File: src/rtl/pipeline_defs.sv
// Core-wide constants shared by the RV32I pipeline stages and the CSR/exception unit.
package pipeline_defs;

  localparam int          XLEN     = 32;
  localparam logic [31:0] NOP_INST = 32'h0000_0013;

  typedef enum logic [3:0] {
    EXC_INST_MISALIGN = 4'd0,
    EXC_INST_ACCESS   = 4'd1,
    EXC_ILLEGAL_INST  = 4'd2,
    EXC_BREAKPOINT    = 4'd3,
    EXC_LOAD_MISALIGN = 4'd4,
    EXC_LOAD_ACCESS   = 4'd5,
    EXC_STORE_MISALIGN= 4'd6,
    EXC_STORE_ACCESS  = 4'd7,
    EXC_ECALL_M       = 4'd11
  } excp_cause_e;

  function automatic logic pc_misaligned(input logic [XLEN-1:0] pc);
    return (pc[1:0] != 2'b00);
  endfunction

endpackage

File: src/rtl/if_inst_hold.sv
// Captures the synchronous imem read data and holds it stable while ID stalls.
module if_inst_hold
  import pipeline_defs::*;
(
  input  logic        clk,
  input  logic        rst_n,
  input  logic        flush,
  input  logic        accept,
  input  logic        fetch,
  input  logic        id_allow_in,
  input  logic [31:0] imem_rdata,
  output logic [31:0] inst
);

  logic        fresh_r;
  logic        buf_valid_r;
  logic [31:0] inst_buf_r;

  // fresh marks the single cycle in which imem_rdata belongs to the held entry
  always_ff @(posedge clk) begin
    if (!rst_n) begin
      fresh_r <= 1'b0;
    end else if (flush) begin
      fresh_r <= 1'b0;
    end else if (accept) begin
      fresh_r <= fetch;
    end else begin
      fresh_r <= 1'b0;
    end
  end

  // capture read data when ID is not ready in the fresh cycle
  always_ff @(posedge clk) begin
    if (!rst_n) begin
      buf_valid_r <= 1'b0;
      inst_buf_r  <= NOP_INST;
    end else if (flush || accept) begin
      buf_valid_r <= 1'b0;
    end else if (fresh_r && !id_allow_in) begin
      buf_valid_r <= 1'b1;
      inst_buf_r  <= imem_rdata;
    end else if (id_allow_in) begin
      buf_valid_r <= 1'b0;
    end else begin
      buf_valid_r <= buf_valid_r;
    end
  end

  // a non-fresh, non-buffered entry is a misaligned fetch that never read memory
  always_comb begin
    inst = NOP_INST;
    if (fresh_r) begin
      inst = imem_rdata;
    end else if (buf_valid_r) begin
      inst = inst_buf_r;
    end else begin
      inst = NOP_INST;
    end
  end

endmodule

File: src/rtl/if_stage.sv
// Fetch stage: PC handshake with pre-IF, imem request, and valid/allow-in handshake to ID.
module if_stage
  import pipeline_defs::*;
(
  input  logic            clk,
  input  logic            rst_n,
  input  logic            pre_if_valid,
  input  logic [XLEN-1:0] pc_next,
  output logic            if_allow_in,
  input  logic            flush,
  output logic            imem_en,
  output logic [XLEN-1:0] imem_addr,
  input  logic [31:0]     imem_rdata,
  input  logic            id_allow_in,
  output logic            if_to_id_valid,
  output logic [XLEN-1:0] if_pc,
  output logic [31:0]     if_inst,
  output logic            if_excp_misalign
);

  logic            if_valid_r;
  logic [XLEN-1:0] if_pc_r;
  logic            misalign_r;
  logic            accept_s;
  logic            next_misalign_s;

  assign next_misalign_s = pc_misaligned(pc_next);

  // accept is held off during reset so no read is issued before the pipe is clean
  always_comb begin
    if_allow_in    = !if_valid_r || id_allow_in;
    accept_s       = rst_n && pre_if_valid && if_allow_in && !flush;
    imem_en        = accept_s && !next_misalign_s;
    imem_addr      = pc_next;
    if_to_id_valid = if_valid_r && !flush;
  end

  // entry valid: flush wins, then a new accept, then a leave to ID
  always_ff @(posedge clk) begin
    if (!rst_n) begin
      if_valid_r <= 1'b0;
    end else if (flush) begin
      if_valid_r <= 1'b0;
    end else if (accept_s) begin
      if_valid_r <= 1'b1;
    end else if (id_allow_in) begin
      if_valid_r <= 1'b0;
    end else begin
      if_valid_r <= if_valid_r;
    end
  end

  // PC register and its fetch-fault flag load together on accept
  always_ff @(posedge clk) begin
    if (!rst_n) begin
      if_pc_r    <= {XLEN{1'b0}};
      misalign_r <= 1'b0;
    end else if (accept_s) begin
      if_pc_r    <= pc_next;
      misalign_r <= next_misalign_s;
    end else begin
      if_pc_r    <= if_pc_r;
      misalign_r <= misalign_r;
    end
  end

  assign if_pc            = if_pc_r;
  assign if_excp_misalign = misalign_r;

  if_inst_hold u_inst_hold (
    .clk         (clk),
    .rst_n       (rst_n),
    .flush       (flush),
    .accept      (accept_s),
    .fetch       (imem_en),
    .id_allow_in (id_allow_in),
    .imem_rdata  (imem_rdata),
    .inst        (if_inst)
  );

endmodule

File: config.mk
export PLATFORM = sky130hd
export DESIGN_NAME = if_stage
export DESIGN_NICKNAME = d
export VERILOG_FILES = /design/src/rtl/pipeline_defs.sv /design/src/rtl/if_inst_hold.sv /design/src/rtl/if_stage.sv
export SDC_FILE = /design/constraint.sdc
export NUM_CORES = 1
export LEC_CHECK = 0
export ABC_CLOCK_PERIOD_IN_PS = 4300
export CAP_MARGIN = 30
export CORE_MARGIN = 8
export CORE_UTILIZATION = 30
export CTS_CLUSTER_DIAMETER = 30
export DETAILED_ROUTE_END_ITERATION = 6
export PLACE_DENSITY_LB_ADDON = 0.15
export SKIP_CTS_REPAIR_TIMING = 1
export SYNTH_ARGS = -nofsm -noshare
export SYNTH_HDL_FRONTEND = slang
export SYNTH_SLANG_ARGS = --single-unit
File: constraint.sdc
create_clock -name clk -period 4.3 [get_ports clk]
set_clock_uncertainty 0.1 [all_clocks]
set_input_delay 1.29 -clock clk [delete_from_list [all_inputs] [get_ports clk]]
set_output_delay 1.29 -clock clk [all_outputs]
set_load 0.02 [all_outputs]
==> flow_metrics.env <==
export IMPL_synth_nets=509
export IMPL_area_growth_syn_to_layout_pct=52.24
export IMPL_hold_class="flip-flop to flip-flop"
export IMPL_end_kind="primary output"
export IMPL_grt_setup_unrepaired="no"
export IMPL_drv_slew=0
export IMPL_final_net_count=632
export IMPL_io_buffers=168
export IMPL_synthTopCellsByArea="dfxtp_1 (41%), nand2_1 (17%), mux2i_1 (9.6%), o21ai_0 (8.0%), buf_4 (7.2%)"
export IMPL_overflow=0
export IMPL_dieWidth_um=121.2
export IMPL_grt_pass1_vias=3281
export IMPL_grt_pass1_wl_um=16430
export IMPL_cts_sinks=68
export IMPL_finalInstanceArea_mm2=0.005054
export IMPL_routed_wl_um=10170
export IMPL_clk_latency_ps=330
export IMPL_initial_core_util_pct=30.62
export IMPL_synth_distinct_cells=24
export IMPL_grtUsageTotal_pct=13.67
export IMPL_post_route_period_util_pct=96.11
export IMPL_num_rows=38
export IMPL_die_h_um=121.2
export IMPL_clock_path_buffers=2
export IMPL_final_cells=708
export IMPL_h_tree_depth=3
export IMPL_crit_top_cell="clkdlybuf4s50_1"
export IMPL_synth_fa_ha_area_share_pct=0
export IMPL_p_total_mw=1.440
export IMPL_drive_above_1_share_pct=5.634
export IMPL_tightest_slew_ps=992.9
export IMPL_synth_cells=440
export IMPL_setup_worst_path_start_class="primary input"
export IMPL_crit_type="primary input to primary output"
export IMPL_placed_area_mm2=0.004852
export IMPL_diodes=0
export IMPL_min_from="if_pc[2]"
export IMPL_cts_root_buf="clkbuf_8"
export IMPL_cts_buffers=9
export IMPL_first_pass_iters=4
export IMPL_dieArea_mm2=0.01469
export IMPL_io_pins=169
export IMPL_ant_nets=0
export IMPL_postLayoutCoreUtil_pct=46.62
export IMPL_critPathMaxStageDelay_ps=600
export IMPL_synth_top_family_by_area="simple AND/OR/NAND/NOR gates"
export IMPL_grt_max_degree=100
export IMPL_outcome="complete, no violations"
export IMPL_maxSlewHeadroom_pct=33.81
export IMPL_yosysSeqAreaShare_pct=41.01
export IMPL_p_leak_nw=1.760
export IMPL_syn_avg_cell_area_um2=7.544
export IMPL_timing_hold_ws_ps=356.0
export IMPL_clk_pin_slew_ps=70
export IMPL_synth_xor_area_share_pct=0
export IMPL_synth_top_cell_area_share_pct=41.01
export IMPL_path_cells="clkdlybuf4s50_1 -> and3b_1 -> nand3_1 -> inv_1 -> clkdlybuf4s50_1"
export IMPL_cpLargestDelayFamily="buffers and inverters"
export IMPL_finalHoldViolations=0
export IMPL_cts_tree="built"
export IMPL_ys_ff_latch=68
export IMPL_drc=0
export IMPL_min_period_ps=4133
export IMPL_synthSimpleGateAreaFrac_pct=25.48
export IMPL_worstReg2RegStart="u_inst_hold.fresh_r"
export IMPL_vias_per_cell=4.571
export IMPL_maxCapViolCount=0
export IMPL_path_buf_inv=3
export IMPL_tns_ps=0
export IMPL_pre_cts_ws_ps=157.7
export IMPL_worst_path_max_delay_cell="clkdlybuf4s50_1"
export IMPL_critPathLaunch="pre_if_valid"
export IMPL_yosysWarnings=0
export IMPL_core_area_mm2=0.01084
export IMPL_vias=3236
export IMPL_yosys_area_top_type="dfxtp_1"
export IMPL_mappedNetlistArea_mm2=0.003319
export IMPL_crit_arrival_ps=2740
export IMPL_drtIter0Drc=139
export IMPL_hpwl_um=7286
export IMPL_worst_slack_ps=167.4
export IMPL_power_density_mw_per_mm2=285.0
export IMPL_setup_viol=0
export IMPL_worst_path_max_fanout=3
export IMPL_synth_mux_area_share_pct=9.649
export IMPL_dp_cells=692
export IMPL_place_gp_congestion=0.7226
export IMPL_antenna_found_initial=0
export IMPL_ir_drop_uv=123.0
export IMPL_required_ps=2910
export IMPL_wl_per_cell_um=14.36
export IMPL_synth_compound_area_share_pct=10.93
export IMPL_fmax_mhz=242.0
-- layout make-up --
class                   count  area (um2)
inverters                   7       26.28
multi-input cells         298        1529
fillers                  1101        5787
repair buffers            179        1759
clock buffers              10       137.6
clock inverters             6       63.81
flip-flops and latches     68        1363
well taps                 140       175.2
-- worst min-delay path, cell delays in order, from the launching register on --
cell     delay (ps)
dfxtp_1         320
nand2_1          50
o21ai_1          50
-- report_power, final --
group / internal [mW] / switching, mW / total [mW]
Clock: 0.282 / 0.244 / 0.526
Sequential: 0.648 / 0.0114 / 0.659
Combinational: 0.133 / 0.121 / 0.254
Total: 1.06 / 0.377 / 1.44
-- synthesized netlist by cell type (all sizes together) --
cell type  number
a2111oi         1
a21oi           4
and2            1
and3b           1
buf            44
clkbuf         23
dfxtp          68
inv             7
mux2i          32
nand2         148
nand2b          1
nand3          33
nor2            2
nor2b           8
nor3b           3
nor4            1
o211a           1
o21ai          61
or2b            1
-- cells in the final DEF (no fill, tap or decap), types with 3 or more instances in the layout --
cell type,synthesis,final
clkdlybuf4s50_1,0,167
nand2_1,148,148
dfxtp_1,68,67
o21ai_0,53,53
nand3_1,33,33
mux2i_1,32,32
buf_4,32,11
clkbuf_8,0,10
o21ai_1,8,8
inv_1,7,7
nor2b_1,7,7
a21oi_1,4,4
nor3b_1,3,3
-- metal layers --
layer  share of wire [%]  vias up  track usage, %  wire (um)
met5                   0        -               0          0
met4                 1.1        0           4.780        109
met3                  10        9           6.003       1016
met2                  45      115           22.18       4609
met1                  44     1459           15.71       4430
li1                    -     1653               -          -
-- final timing paths --
kind                                                   end  slack [ps]  cells after the start
worst max register to register  u_inst_hold.inst_buf_r[25]        2010                      4
worst min-delay path                              if_pc[2]         360                      2
worst max-delay path                               imem_en         170                      5
worst min register to register                    if_pc[2]         360                      2
-- registers in the layout, indices dropped and copies added (netlist names) --
register,count
if_pc,32
u_inst_hold.fresh_r,1
if_valid_r,1
u_inst_hold.buf_valid_r,1
u_inst_hold.inst_buf_r,32
if_excp_misalign,1
-- logic make-up after synthesis --
logic type | after synthesis
and+or+nand+nor | 199
AOI/OAI and AO/OA | 67
buffers and inverters | 74
muxes | 32
DFF | 68
(Power assumes the default switching activity.)
